[src/rtl/operand_entry_sequencer.sv]
// Push-button front end for the ALU board: synchronize, debounce, detect a press, then step through
// load A / load B / execute / clear. Optional long-press clear is enabled by OPERAND_SEQ_LONG_PRESS_CLEAR_EN.
module operand_entry_sequencer #(
    parameter int WIDTH           = 8,
    parameter int DEBOUNCE_CYCLES = 250000,
    parameter int HOLD_CYCLES     = 50000000
) (
    input  logic             clock,
    input  logic             reset,
    input  logic             btn_raw,
    input  logic [WIDTH-1:0] data_in,
    output logic [WIDTH-1:0] data_out,
    output logic             load_a,
    output logic             load_b,
    output logic             exec,
    output logic             clr,
    output logic [1:0]       state
);

    typedef enum logic [1:0] {
        WAIT_A    = 2'd0,
        WAIT_B    = 2'd1,
        WAIT_EXEC = 2'd2,
        SHOW      = 2'd3
    } state_t;

    localparam int DCW = (DEBOUNCE_CYCLES > 2) ? $clog2(DEBOUNCE_CYCLES) : 1;
    localparam logic [DCW-1:0] DB_LAST = DCW'(DEBOUNCE_CYCLES - 1);

    if (DEBOUNCE_CYCLES < 2 || HOLD_CYCLES < 1) begin : g_bad_params
        $error("operand_entry_sequencer: DEBOUNCE_CYCLES must be >= 2 and HOLD_CYCLES >= 1");
    end

    logic           s1;
    logic           s2;
    logic           debounced;
    logic           debounced_d;
    logic [DCW-1:0] db_cnt;
    logic           press;
    logic           long_press;

    // NOTE: sequential state uses non-blocking assignments so every flop samples pre-edge values.
    always_ff @(posedge clock) begin
        if (reset) begin
            s1          <= 1'b0;
            s2          <= 1'b0;
            debounced   <= 1'b0;
            debounced_d <= 1'b0;
            db_cnt      <= '0;
        end else begin
            s1          <= btn_raw;
            s2          <= s1;
            debounced_d <= debounced;
            if (s2 == debounced) begin
                db_cnt <= '0;
            end else if (db_cnt == DB_LAST) begin
                debounced <= s2;
                db_cnt    <= '0;
            end else begin
                db_cnt <= db_cnt + DCW'(1);
            end
        end
    end

    assign press = debounced & ~debounced_d;

`ifdef OPERAND_SEQ_LONG_PRESS_CLEAR_EN
    localparam int HCW = $clog2(HOLD_CYCLES + 1);
    localparam logic [HCW-1:0] HOLD_LAST = HCW'(HOLD_CYCLES - 1);
    localparam logic [HCW-1:0] HOLD_SAT  = HCW'(HOLD_CYCLES);

    logic [HCW-1:0] hold_cnt;

    // Saturating one past the trigger value makes the clear fire exactly once per hold.
    always_ff @(posedge clock) begin
        if (reset || !debounced) begin
            hold_cnt <= '0;
        end else if (hold_cnt != HOLD_SAT) begin
            hold_cnt <= hold_cnt + HCW'(1);
        end
    end

    assign long_press = debounced && (hold_cnt == HOLD_LAST);
`else
    assign long_press = 1'b0;
`endif

    state_t           cur_state;
    state_t           next_state;
    logic [WIDTH-1:0] next_data;
    logic             next_load_a;
    logic             next_load_b;
    logic             next_exec;
    logic             next_clr;

    // NOTE: every combinational output gets a default first so no path leaves it unassigned (no latches).
    always_comb begin
        next_state  = cur_state;
        next_data   = data_out;
        next_load_a = 1'b0;
        next_load_b = 1'b0;
        next_exec   = 1'b0;
        next_clr    = 1'b0;
        if (long_press) begin
            next_state = WAIT_A;
            next_data  = '0;
            next_clr   = 1'b1;
        end else if (press) begin
            unique case (cur_state)
                WAIT_A: begin
                    next_load_a = 1'b1;
                    next_data   = data_in;
                    next_state  = WAIT_B;
                end
                WAIT_B: begin
                    next_load_b = 1'b1;
                    next_data   = data_in;
                    next_state  = WAIT_EXEC;
                end
                WAIT_EXEC: begin
                    next_exec  = 1'b1;
                    next_state = SHOW;
                end
                SHOW: begin
                    next_clr   = 1'b1;
                    next_data  = '0;
                    next_state = WAIT_A;
                end
                default: next_state = WAIT_A;
            endcase
        end
    end

    always_ff @(posedge clock) begin
        if (reset) begin
            cur_state <= WAIT_A;
            data_out  <= '0;
            load_a    <= 1'b0;
            load_b    <= 1'b0;
            exec      <= 1'b0;
            clr       <= 1'b0;
        end else begin
            cur_state <= next_state;
            data_out  <= next_data;
            load_a    <= next_load_a;
            load_b    <= next_load_b;
            exec      <= next_exec;
            clr       <= next_clr;
        end
    end

    assign state = cur_state;

endmodule
[config.mk]
export PLATFORM = sky130hd
export DESIGN_NAME = operand_entry_sequencer
export DESIGN_NICKNAME = d
export VERILOG_FILES = /design/src/rtl/operand_entry_sequencer.sv
export SDC_FILE = /design/constraint.sdc
export NUM_CORES = 1
export LEC_CHECK = 0
export ABC_AREA = 1
export CAP_MARGIN = 20
export CORE_AREA = 2 2 72 74
export CTS_CLUSTER_DIAMETER = 120
export DETAILED_ROUTE_END_ITERATION = 10
export DIE_AREA = 0 0 74 76
export HOLD_SLACK_MARGIN = 0.08
export PLACE_DENSITY = 0.54
export SLEW_MARGIN = 20
export SYNTH_ARGS = -nofsm -noshare
export SYNTH_HDL_FRONTEND = slang
export SYNTH_SLANG_ARGS = --single-unit
[constraint.sdc]
create_clock -name clock -period 1.8 [get_ports clock]
set_clock_uncertainty 0.2 [all_clocks]
set_input_delay 0.36 -clock clock [delete_from_list [all_inputs] [get_ports clock]]
set_output_delay 0.36 -clock clock [all_outputs]
set_load 0.05 [all_outputs]
==> results.toml, run 1 <==
[layout]
final_common_cell = "nand2_1"
fin_nets = 269
n_antenna_cell = 0
layout-drive-gt1-share_pct = 17.3
area_growth_pct = 26.7
instances_no_fill = 324
final_area_sq_um = 2070
nFillCells = 513
layout_common_cells = "46 x nand2_1, 35 x dfxtp_1, 31 x nor2_1"

[synthesis]
ys_warn_count = 0
synth-seq-cells = 36
seq_area_frac_synth_pct = 44.1
synth_fp_nets = 235
synthCells = 219
syn_area_sq_um = 1630
synth.avg_cell_area_sq_um = 7.46
ys_types = 25

[placement]
post_dp_cell_area_sq_um = 1970
dp.final_hpwl_um = 2450
portBuffers = 24
gp_congestion = 0.729
dp.cells = 316
pre_cts_ws_ps = 14.4

[route]
drc = 0
postRouteAntennaNets = 0
drtPass1Iterations = 4
routed_wl_um = 3290
wl_per_cell_um = 10.2
routed-via-count = 1395
vias_per_cell = 4.31
drt-initial-drc-count = 69

[timing]
worstMarginPinSlew_ps = 254
tns_ps = 0
period_minus_slack_ps = 1580
grt_setup_unrepaired = "false"
finalSetupViolCount = 0
hold_violations = 0
min_period_over_period_pct = 87.9
slew-limit-headroom_pct = 83.1
worst_hold_slack_ps = 215
drv_slew = 0
setup_slack_ps = 218
fmax_mhz = 632

[clocking]
postCtsHoldBufs = 0
clock_latency_ps = 290
cts_tree = "done"
post-cts-setup-buffer-count = 0
clkTransAtPathRegs_ps = 70
cts_resized = 0
cts-htree-levels = 2
cts.sinks = 36
root_buffer = "clkbuf_8"
numCtsBuffers = 5
cts_buffer_depth = 2

[global_route]
grt_usage_pct = 13.3
grt_pass1_wl_um = 5880
global_route.usage.met2_pct = 19.0
grt_pass1_vias = 1315
grt-ovfl-total = 0
met3_usage_pct = 2.38
antenna_found_initial = 0
grt_busiest_layer = "met2"
use_met1_pct = 18.5
grt_max_degree = 19

[die]
start_util_pct = 33.2
ioPinCount = 25
row_count = 26
die_w_um = 74
coreArea_sq_um = 4910
dieArea_sq_um = 5620
fp.dieH_um = 76

[flow_run]
maxCapViolations = 0

[outcome]
outcome = "complete, no violations"

[critical_path]
crit_type = "register to register"
crit_buf_inv = 0
cp-start-kind = "register"
crit_arrival_ps = 1550
crit_path_max_fanout = 18
endpoint_kind = "register"
worstPathRequired_ps = 1770
cp_slowest_cell = "dfxtp_1"
crit_chain = "ha_1 -> nand3_2 -> nor2_2 -> nand3_2 -> nand2_4 -> nor2_1"
slowest_delay_ps = 360
path_delay_family = "simple AND/OR/NAND/NOR gates"
timing.critical_path.mode_cell = "nand3_2"

[power]
leakagePower_uw = 0.000726
power_density_nw_per_um2 = 698
peakVddDrop_uv = 303

[hold_path]
hp-class = "register to register"
kinds of logic (layout without fill, tap and decap cells):
family | after synthesis | after routing | synth area share [%]
DFF | 36 | 36 | 44.1
xor gates and xnor gates | 6 | 6 | 3.22
buffers and inverters | 32 | 67 | 7.82
and+or+nand+nor | 116 | 116 | 33.2
AOI/OAI and AO/OA | 24 | 24 | 7.82
adders and majority gates | 5 | 5 | 3.83
area by class of cell:
type	count	area, sq um	share of cell area [%]
tap	70	87.6	4.23
multi-input combinational	151	785	37.9
clock inverter	1	7.51	0.363
clock buffer	7	86.3	4.17
inverter	30	113	5.44
timing repair buffer	29	268	12.9
sequential	36	722	34.9
through the flow:
| step | total power, uW | util (%) |
|---|---|---|
| 2_1_floorplan | 830 | - |
| 3_3_place_gp | 860 | 40.2 |
| 3_5_place_dp | 860 | 40.2 |
| 4_1_cts | 1460 | 42.1 |
| 5_1_grt | 1500 | 42.1 |
| 6_report | 1440 | 42.1 |
worst reg2reg max path: cells and delay by family, from the launching register on:
| kind | cells | cell delay, ps |
|---|---|---|
| adder cells (fa/ha/maj) | 1 | 210 |
| flip-flops | 1 | 360 |
| AND/OR/NAND/NOR | 5 | 680 |
synth_stat cells (all sizes together):
library cell  instances  area [sq um]
nand2                49           196
nor2                 38           170
dfxtp                36           721
inv                  29           109
nand3                20           110
a21oi                19          98.9
nand4                 6          37.5
ha                    5          62.6
o21ai                 4          20.0
xnor2                 3          26.3
xor2                  3          26.3
nor3                  2          21.3
a221oi                1          8.76
buf                   1          11.3
clkbuf                1          3.75
clkinv                1          3.75
or2                   1          6.26
where the power goes:
| group | switching (uW) | internal, uW |
|---|---|---|
| sequential | 0.825 | 799 |
| clock | 293 | 311 |
| combinational | 16.2 | 25.3 |
| total | 310 | 1130 |
state kept, by name (all words and copies together) (netlist names):
signal       flops
clr              1
data_out         8
db_cnt          18
debounced        1
debounced_d      1
exec             1
load_a           1
load_b           1
s1               1
s2               1
state            2
layer usage:
metal,routed length [um],vias up
li1,-,757
met1,1640,614
met2,1480,17
met3,80,7
met4,89,0
met5,0,-
path summary, 6_finish.rpt:
kind,from,slack (ps),to,cells after the start
worst min register to register,s1$_SDFF_PP0_,220,s2$_SDFF_PP0_,2
worst max register to register,db_cnt[1]$_SDFF_PP0_,220,db_cnt[12]$_SDFF_PP0_,6
worst min-delay path,s1$_SDFF_PP0_,220,s2$_SDFF_PP0_,2
worst max-delay path,db_cnt[1]$_SDFF_PP0_,220,db_cnt[12]$_SDFF_PP0_,6
Power figures use the tool's default switching activity.
==> run 2: changes to the inputs <==
- ABC_AREA: 1 -> 0
- CORE_AREA: 2 2 72 74 -> 2 2 69 71
- DIE_AREA: 0 0 74 76 -> 0 0 71 73
- PLACE_DENSITY: 0.54 -> 0.55
==> run 2 against run 1 <==
The run now ends with setup timing left. Count of clock-buffer cells in the layout fell by 1. Largest cell class unchanged. Combinational power down 1%. Area after synthesis is 7.7% lower. Sequential share of layout area fell by 0.60 points. Routed wire length fell by 2.9%. Register-to-register slack got worse by 370 ps. First-iteration DRC count fell by 25%. Total power fell by 5.4%.
==> results.toml, run 2 <==
[outcome]
outcome = "complete, but fails checks"
failed_checks = "setup timing"

[route]
drc = 0
routed-via-count = 1324
drtPass1Iterations = 4
wl_per_cell_um = 11.8
postRouteAntennaNets = 0
vias_per_cell = 4.87
drt-initial-drc-count = 52
routed_wl_um = 3200

[critical_path]
crit_arrival_ps = 1920
cp-start-kind = "register"
r2r_cells = 5
crit_path_max_fanout = 18
ff2ff_setup_slack_ps = -150
endpoint_kind = "register"
crit_type = "register to register"
worstPathRequired_ps = 1770

[layout]
layout-drive-gt1-share_pct = 23.9
largest_reg_flops = 18
final_area_sq_um = 2110
area_growth_pct = 39.8
fin_nets = 234
top_register = "db_cnt"
layout_common_cells = "34 x dfxtp_1, 33 x buf_4, 24 x nor2_1"
n_antenna_cell = 0
nFillCells = 450
final_common_cell = "dfxtp_1"

[global_route]
grt_pass1_wl_um = 5670
grt_usage_pct = 13.9
antenna_found_initial = 0
grt_pass1_vias = 1337
grt-ovfl-total = 0
grt_max_degree = 19

[hold_path]
hp-class = "register to register"
worstHoldPathCells = 1

[timing]
grt_setup_unrepaired = "true"
worst_hold_slack_ps = 245
min_period_over_period_pct = 108
tns_ps = -2630
fmax_mhz = 513
setup_slack_ps = -149
slew-limit-headroom_pct = 73.4
hold_violations = 0
worstMarginPinSlew_ps = 396
drv_slew = 0
period_minus_slack_ps = 1950
finalSetupViolCount = 19

[placement]
post_dp_cell_area_sq_um = 2020
dp.final_hpwl_um = 2410
gp_congestion = 0.788
portBuffers = 24

[power]
leakagePower_uw = 0.000752
power_density_nw_per_um2 = 648
peakVddDrop_uv = 329

[clocking]
cts_buffer_depth = 2
root_buffer = "clkbuf_8"
cts_tree = "done"
clock_latency_ps = 280
cts-htree-levels = 2
postCtsHoldBufs = 0
numCtsBuffers = 5
clkTransAtPathRegs_ps = 70
cts.sinks = 36

[synthesis]
synth_fp_nets = 182
synth-seq-cells = 36
synthCells = 166
synth_edf_count = 0
seq_area_frac_synth_pct = 47.8
ys_types = 31
ys_async_sr_fraction_pct = 0
yosys-top-cells-count = "36 x dfxtp_1, 25 x nor2_1, 15 x nand2_1"
synth.avg_cell_area_sq_um = 9.08
synth_top_area_share_pct = 47.8
synth.most_common_cell = "dfxtp_1"
ys_warn_count = 0
synth_top_cell_by_area = "dfxtp_1"
yosys-top-cells-area = "dfxtp_1 48%, xnor2_1 7.6%, nor2_1 6.2%, nand3b_1 4.5%, ha_1 4.1%"
syn_area_sq_um = 1510
synthFlopType = "dfxtp_1"

[die]
start_util_pct = 33.2
ioPinCount = 25
dieArea_sq_um = 5180
die_w_um = 71
coreArea_sq_um = 4540
fp.dieH_um = 73
row_count = 25

[flow_run]
maxCapViolations = 0
run 2: kinds of logic after synthesis:
kind of cell,after synthesis,share of synthesized area (%)
mux,1,0.664
simple gates,84,29.6
fa+ha+maj,5,4.15
buf+inv,10,2.99
flops,36,47.8
xor+xnor,15,8.71
compound gates,15,6.06
run 2: where the power goes:
part	leakage [uW]	switching (uW)	total [uW]	internal [uW]
Sequential	0.000291	1.19	800	799
Clock	0.0000410	263	525	263
Combinational	0.000420	13.9	40.9	27.0
run 2: per-stage QoR:
step,util (%),std cells,power (uW),setup WS (ps)
final,46.5,272,1370,-149
after global routing,46.5,272,1440,-218
after CTS,46.2,271,1400,-158
after detailed placement,44.4,264,860,-148
after global placement,44.4,264,858,-123
after floorplan,-,166,829,-182
run 2: worst paths after layout:
check / startpoint / end
max: db_cnt[13]$_SDFF_PP0_ / db_cnt[2]$_SDFF_PP0_
min: s1$_SDFF_PP0_ / s2$_SDFF_PP0_
max reg2reg: db_cnt[13]$_SDFF_PP0_ / db_cnt[2]$_SDFF_PP0_
min reg2reg: s1$_SDFF_PP0_ / s2$_SDFF_PP0_
run 2: layout make-up:
| class | instances | area, sq um | area share [%] |
|---|---|---|---|
| flip-flops and latches | 36 | 723 | 34.3 |
| clock buffers | 6 | 72.6 | 3.44 |
| inverters | 6 | 22.5 | 1.07 |
| multi-input cells | 120 | 749 | 35.5 |
| clock inverters | 1 | 5.00 | 0.237 |
| repair buffers | 49 | 468 | 22.2 |
| well taps | 54 | 67.6 | 3.20 |
run 2: worst max-delay path, cell delays in order (launching register included):
cell	delay, ps
dfxtp_1	310
or4b_1	500
or4_4	450
o21ai_4	160
buf_12	160
nor2_1	50
run 2: repair_timing:
item,CTS,global route
buffers inserted,0,1
endpoints found under the setup margin,19,19
resized for setup,0,2
run 2: metal layers:
metal / track usage [%] / share of wire, % / wire length (um) / up-vias
met3: 4.56 / 4.9 / 156 / 11
met1: 13.7 / 40 / 1260 / 624
met2: 25.8 / 53 / 1680 / 26
li1: - / - / - / 663
met4: 7.34 / 2.9 / 93 / 0
met5: 0 / 0 / 0 / -
